### src/rtl/sd_cmd_serializer_pkg.sv
// Shared definitions for the SD CMD-line serializer: state encodings, frame sizes, CRC7 step.
package sd_cmd_serializer_pkg;

   typedef enum logic [2:0] {
      ST_IDLE = 3'd0,
      ST_SEND = 3'd1,
      ST_CRC  = 3'd2,
      ST_ENDB = 3'd3,
      ST_DONE = 3'd4
   } state_t;

   localparam logic [6:0] CRC7_POLY = 7'h09;
   localparam int         FRAME_R1  = 48;
   localparam int         FRAME_R2  = 136;
   // CRC7 plus end bit occupy the tail of every CRC-protected frame
   localparam int         CRC_TAIL  = 8;

   function automatic logic [6:0] crc7_step(input logic [6:0] crc, input logic din);
      logic fb;
      fb = din ^ crc[6];
      return {crc[5:0], 1'b0} ^ (CRC7_POLY & {7{fb}});
   endfunction

endpackage

### src/rtl/sd_cmd_serializer_crc7.sv
// Serial CRC7 engine (x^7+x^3+1); clear and shift may coincide, clear applies first.
module sd_crc7
   import sd_cmd_serializer_pkg::*;
(
   input  logic       clk,
   input  logic       rst,
   input  logic       clear,
   input  logic       shift_en,
   input  logic       din,
   output logic [6:0] crc
);

   logic [6:0] base;

   always_comb base = clear ? 7'd0 : crc;

   always_ff @(posedge clk or posedge rst) begin
      if (rst)           crc <= '0;
      else if (shift_en) crc <= crc7_step(base, din);
      else               crc <= base;
   end

endmodule

### src/rtl/sd_cmd_serializer.sv
// CMD-line frame serializer with strobe/complete handshake and abort.
// Define SD_CMD_CRC7_EN to generate CRC7 and the end bit in the last 8 frame bits.
module sd_cmd_serializer
   import sd_cmd_serializer_pkg::*;
#(
   parameter int MAX_FRAME = 136,
   parameter int CNT_W     = 8
) (
   input  logic                 sd_clock,
   input  logic                 reset,
   input  logic                 enable,
   input  logic                 load_send,
   input  logic [CNT_W-1:0]     framesize,
   input  logic                 crc_skip_hdr,
   input  logic [MAX_FRAME-1:0] parallel,
   output logic                 serial,
   output logic                 cmd_oe,
   output logic                 busy,
   output logic                 complete,
   output logic                 error
);

   state_t               state;
   logic [MAX_FRAME-1:0] shreg;
   logic [CNT_W-1:0]     cnt;
   logic [CNT_W-1:0]     limit;
   logic                 req;
   logic                 legal;

   assign req = enable & load_send;

`ifdef SD_CMD_CRC7_EN
   localparam logic [CNT_W-1:0] MIN_FRAME = CNT_W'(CRC_TAIL + 1);

   logic       skip_q;
   logic [2:0] crc_idx;
   logic       crc_clr;
   logic       crc_sh;
   logic       crc_din;
   logic [6:0] crc;

   // The CRC absorbs each data bit on the edge that puts it on the line.
   always_comb begin
      crc_clr = 1'b0;
      crc_sh  = 1'b0;
      crc_din = 1'b0;
      if (state == ST_IDLE && req && legal) begin
         crc_clr = 1'b1;
         crc_sh  = ~crc_skip_hdr;
         crc_din = parallel[MAX_FRAME-1];
      end else if (state == ST_SEND && enable && cnt != limit) begin
         crc_sh  = ~(skip_q && cnt < CNT_W'(CRC_TAIL));
         crc_din = shreg[MAX_FRAME-1];
      end
   end

   sd_crc7 u_crc (
      .clk      (sd_clock),
      .rst      (reset),
      .clear    (crc_clr),
      .shift_en (crc_sh),
      .din      (crc_din),
      .crc      (crc)
   );
`else
   localparam logic [CNT_W-1:0] MIN_FRAME = CNT_W'(1);

   logic unused_skip;
   assign unused_skip = crc_skip_hdr;
`endif

   assign legal = (framesize >= MIN_FRAME) && (framesize <= CNT_W'(MAX_FRAME));

   // State names the phase currently on the line; cnt counts bits already driven.
   always_ff @(posedge sd_clock or posedge reset) begin
      if (reset) begin
         state    <= ST_IDLE;
         shreg    <= '0;
         cnt      <= '0;
         limit    <= '0;
         serial   <= 1'b1;
         cmd_oe   <= 1'b0;
         busy     <= 1'b0;
         complete <= 1'b0;
         error    <= 1'b0;
`ifdef SD_CMD_CRC7_EN
         skip_q   <= 1'b0;
         crc_idx  <= '0;
`endif
      end else begin
         error <= 1'b0;
         case (state)
            ST_IDLE: begin
               if (req) begin
                  if (legal) begin
                     state  <= ST_SEND;
                     serial <= parallel[MAX_FRAME-1];
                     shreg  <= {parallel[MAX_FRAME-2:0], 1'b0};
                     cnt    <= CNT_W'(1);
                     cmd_oe <= 1'b1;
                     busy   <= 1'b1;
`ifdef SD_CMD_CRC7_EN
                     limit  <= framesize - CNT_W'(CRC_TAIL);
                     skip_q <= crc_skip_hdr;
`else
                     limit  <= framesize;
`endif
                  end else begin
                     error <= 1'b1;
                  end
               end
            end
            ST_SEND: begin
               if (!enable) begin
                  state  <= ST_IDLE;
                  serial <= 1'b1;
                  cmd_oe <= 1'b0;
                  busy   <= 1'b0;
               end else if (cnt == limit) begin
`ifdef SD_CMD_CRC7_EN
                  state   <= ST_CRC;
                  serial  <= crc[6];
                  crc_idx <= 3'd6;
`else
                  state    <= ST_DONE;
                  serial   <= 1'b1;
                  cmd_oe   <= 1'b0;
                  busy     <= 1'b0;
                  complete <= 1'b1;
`endif
               end else begin
                  serial <= shreg[MAX_FRAME-1];
                  shreg  <= {shreg[MAX_FRAME-2:0], 1'b0};
                  cnt    <= cnt + CNT_W'(1);
               end
            end
`ifdef SD_CMD_CRC7_EN
            ST_CRC: begin
               if (!enable) begin
                  state  <= ST_IDLE;
                  serial <= 1'b1;
                  cmd_oe <= 1'b0;
                  busy   <= 1'b0;
               end else if (crc_idx == 3'd0) begin
                  state  <= ST_ENDB;
                  serial <= 1'b1;
               end else begin
                  serial  <= crc[crc_idx - 3'd1];
                  crc_idx <= crc_idx - 3'd1;
               end
            end
            ST_ENDB: begin
               state  <= enable ? ST_DONE : ST_IDLE;
               serial <= 1'b1;
               cmd_oe <= 1'b0;
               busy   <= 1'b0;
               complete <= enable;
            end
`endif
            ST_DONE: begin
               if (!load_send) begin
                  state    <= ST_IDLE;
                  complete <= 1'b0;
               end
            end
            default: begin
               state    <= ST_IDLE;
               serial   <= 1'b1;
               cmd_oe   <= 1'b0;
               busy     <= 1'b0;
               complete <= 1'b0;
            end
         endcase
      end
   end

endmodule
### config.mk
export PLATFORM = sky130hd
export DESIGN_NAME = sd_cmd_serializer
export DESIGN_NICKNAME = d
export VERILOG_FILES = /design/src/rtl/sd_cmd_serializer_pkg.sv /design/src/rtl/sd_cmd_serializer_crc7.sv /design/src/rtl/sd_cmd_serializer.sv
export SDC_FILE = /design/constraint.sdc
export NUM_CORES = 1
export LEC_CHECK = 0
export CAP_MARGIN = 20
export CELL_PAD_IN_SITES_DETAIL_PLACEMENT = 1
export CELL_PAD_IN_SITES_GLOBAL_PLACEMENT = 1
export CORE_MARGIN = 5
export CORE_UTILIZATION = 41
export CTS_BUF_LIST = sky130_fd_sc_hd__clkbuf_4
export CTS_CLUSTER_SIZE = 8
export DETAILED_ROUTE_END_ITERATION = 7
export HOLD_SLACK_MARGIN = 0.05
export PLACE_DENSITY_LB_ADDON = 0.1
export SKIP_CTS_REPAIR_TIMING = 1
export SLEW_MARGIN = 10
export SYNTH_ARGS = -nofsm -noshare
export SYNTH_HDL_FRONTEND = slang
export SYNTH_SLANG_ARGS = --single-unit
### constraint.sdc
create_clock -name sd_clock -period 7.56 [get_ports sd_clock]
set_clock_uncertainty 0.2 [all_clocks]
set_input_delay 1.89 -clock sd_clock [delete_from_list [all_inputs] [get_ports sd_clock]]
set_output_delay 1.89 -clock sd_clock [all_outputs]
set_load 0.005 [all_outputs]
==> impl_metrics.yaml <==
routing:
  via_per_inst: 5.51
  drc: 0
  num_vias: 5926
  dr.pass1.iters: 4
  wirelength_mm: 19.9
  drtIter0Drc: 325
  wl_per_cell_um: 18.5
  postRouteAntennaNets: 0
synth:
  syn_inst: 721
  synth_seq_area_share_pct: 51.9
  synth_area_um2: 7570
  ys_ff_latch: 157
  ys_async_sr_fraction_pct: 100
  synthesis.nets: 871
  yosysWarnings: 0
  synth_ff_type: "dfrtp_1"
  synth_cell_type_count: 36
  syn_area_per_cell_um2: 10.5
  synth_edf_count: 0
cells_and_area:
  stdcell_count: 1075
  fill_cells: 1956
  multi_input_area_um2: 3280
  area_growth_pct: 23.5
  utilization_pct: 51.7
  nets: 984
  regArea_um2: 3930
  drive_above_1_share_pct: 5.80
floorplan:
  rows: 49
  die_h_um: 146
  initial_core_util_pct: 41.9
  coreArea_um2: 18100
  die_area_um2: 21300
  ios: 154
  die_w_um: 146
pwr:
  clock_power_share_pct: 19.2
  power_frac_seq_pct: 53.6
  p_per_area_nw_per_um2: 271
  power.switching_uw: 842
  pwr-share-comb_pct: 27.2
  internal_power_uw: 1690
  ir_drop_v: 0.000125
  swShare_pct: 33.2
  leakage_uw: 0.00438
global_route:
  grt_pass1_wl_mm: 33.1
  grt_max_degree: 103
  grt_overflow: 0
  grt_pass1_vias: 6297
  antenna_found_initial: 1
  grtUsageTotal_pct: 18.9
placed_design:
  portBuffers: 152
  place_inst: 1044
  hpwl_mm: 12.9
  gp_congestion: 0.758
worst_setup_path:
  crit_fanout: 95
  critPathCaptureType: "flip-flop"
  r2r-start: "cnt[4]$_DFFE_PP0P_"
  crit_arrival_ns: 4.63
  crit_start: "framesize[2]"
  cp-start-kind: "input pin"
  critPathKind: "input pin to flip-flop"
  reg2reg_depth: 6
  required_ns: 7.82
clock_tree:
  numClockSinks: 157
  cts-htree-levels: 4
  path_clk_slew_ns: 0.11
  clk_root_buffer_cell: "clkbuf_4"
  clockBufferDepth: 2
  numCtsBuffers: 17
  cts_tree: "built"
  worstSkewPairLatency_ns: 0.56
timing:
  slew-limit-headroom_pct: 25.7
  fin_crit_sh_pct: 57.8
  finalCriticalPeriod_ns: 4.37
  finalSetupViolCount: 0
  tightest_slew_ns: 1.11
  grt_setup_unrepaired: "false"
  max_freq_mhz: 229
  tns_ns: 0
  maxSlewViolCount: 0
  finalHoldViolCount: 0
outcome:
  outcome: "finished clean"
worst_hold_path:
  hold_path_depth: 2
  hold_start: "shreg[9]$_DFFE_PP0P_"
  min_path_type: "flip-flop to flip-flop"
run:
  max_cap_viol_count: 0
[synthesized netlist by cell type, types with 4 or more instances]
| cell | instances | share of area [%] |
|---|---|---|
| and3_1 | 4 | 0.33 |
| a21oi_1 | 5 | 0.33 |
| clkbuf_1 | 15 | 0.74 |
| buf_6 | 9 | 1.3 |
| buf_4 | 9 | 0.89 |
| xor2_1 | 8 | 0.93 |
| nor3_1 | 6 | 0.40 |
| buf_2 | 30 | 2.0 |
| o21ai_0 | 77 | 5.1 |
| nand2_1 | 32 | 1.6 |
| dfrtp_1 | 156 | 52 |
| mux2i_1 | 134 | 18 |
| nand3_1 | 137 | 9.1 |
| o21ai_1 | 62 | 4.1 |
[state kept, by name (all words and copies together) (netlist names)]
name and cells:
state 2, shreg 135, error 1, busy 1
serial 1, cnt 8, limit 8, complete 1
[per-layer routing]
layer  GRT usage [%]  share of wire [%]  up-vias
met2            30.7                 48      117
li1                -                  -     2826
met4            5.89                1.5        0
met3            3.80                3.6       20
met5               0                  0        -
met1            25.7                 47     2963
[layout make-up]
class | count | area share (%)
multi-input cells | 495 | 35.1
repair buffers | 160 | 16.9
well taps | 229 | 3.06
inverters | 3 | 0.174
flip-flops and latches | 157 | 42.0
clock inverters | 13 | 1.36
clock buffers | 17 | 1.36
diodes | 1 | 0.0268
[metrics by stage]
step	total power, uW	hold slack [ns]	setup WS (ns)	cell area [um2]
floorplan	1830	0.263	1.24	7570
global placement	2010	0.282	2.78	9090
detailed placement	2080	0.291	2.64	9090
CTS	2570	0.319	3.26	9350
global route	2720	0.350	3.00	9350
finish	2530	0.315	3.19	9350
[cell usage in the layout (no fill, tap or decap), types with 2 or more instances in the layout]
cell type        instances
nand3_1                137
a21oi_1                  5
xor2_1                   8
a31oi_1                  3
clkinv_1                 2
clkinvlp_4               3
nor2_1                   3
nor3_1                   6
nor4_4                   2
o21a_1                   2
o21ai_0                 77
clkdlybuf4s50_1        152
and3_1                   4
nand2_1                 32
a41oi_1                  3
clkinv_2                 4
clkbuf_4                17
o21ai_1                 62
mux2i_1                134
buf_4                    8
a22o_1                   3
clkinv_4                 2
dfrtp_1                156
bufinv_16                2
[path summary, 6_finish.rpt]
| kind | end | slack, ns |
|---|---|---|
| setup / recovery | shreg[7]$_DFFE_PP0P_ | 3.19 |
| hold / removal | shreg[9]$_DFFE_PP0P_ | 0.31 |
| setup reg to reg | cnt[7]$_DFFE_PP0P_ | 4.30 |
| hold reg to reg | shreg[9]$_DFFE_PP0P_ | 0.31 |
| max in group asynchronous | cnt[7]$_DFFE_PP0P_ | 4.14 |
| min in group asynchronous | shreg[91]$_DFFE_PP0P_ | 1.70 |
[cells by family (layout without fill, tap and decap cells)]
group	after synthesis	in the layout	share of synthesized area (%)
buf+inv	69	193	5.25
flops	157	157	51.9
compound gates	161	161	11.3
other cells	0	1	0
simple gates	190	190	12.6
fa+ha+maj	1	1	0.165
xor+xnor	8	8	0.925
mux	135	135	17.9
[worst max-delay path, stage by stage]
cell and delay (ns):
clkdlybuf4s50_1 0.43, nor3_1 0.27, and3_1 0.26, or3_4 0.86
buf_4 0.63, nand3_1 0.16, o21ai_0 0.11
[power by group through the flow]
| stage | sequential, uW | combinational (uW) | clock [uW] |
|---|---|---|---|
| after CTS | 1360 | 705 | 504 |
| after global placement | 1350 | 657 | 0 |
| after floorplan | 1310 | 520 | 0 |
| after detailed placement | 1380 | 703 | 0 |
| after global routing | 1400 | 787 | 538 |
| final | 1360 | 690 | 486 |
Note: power is estimated with default switching activity, not from simulation.
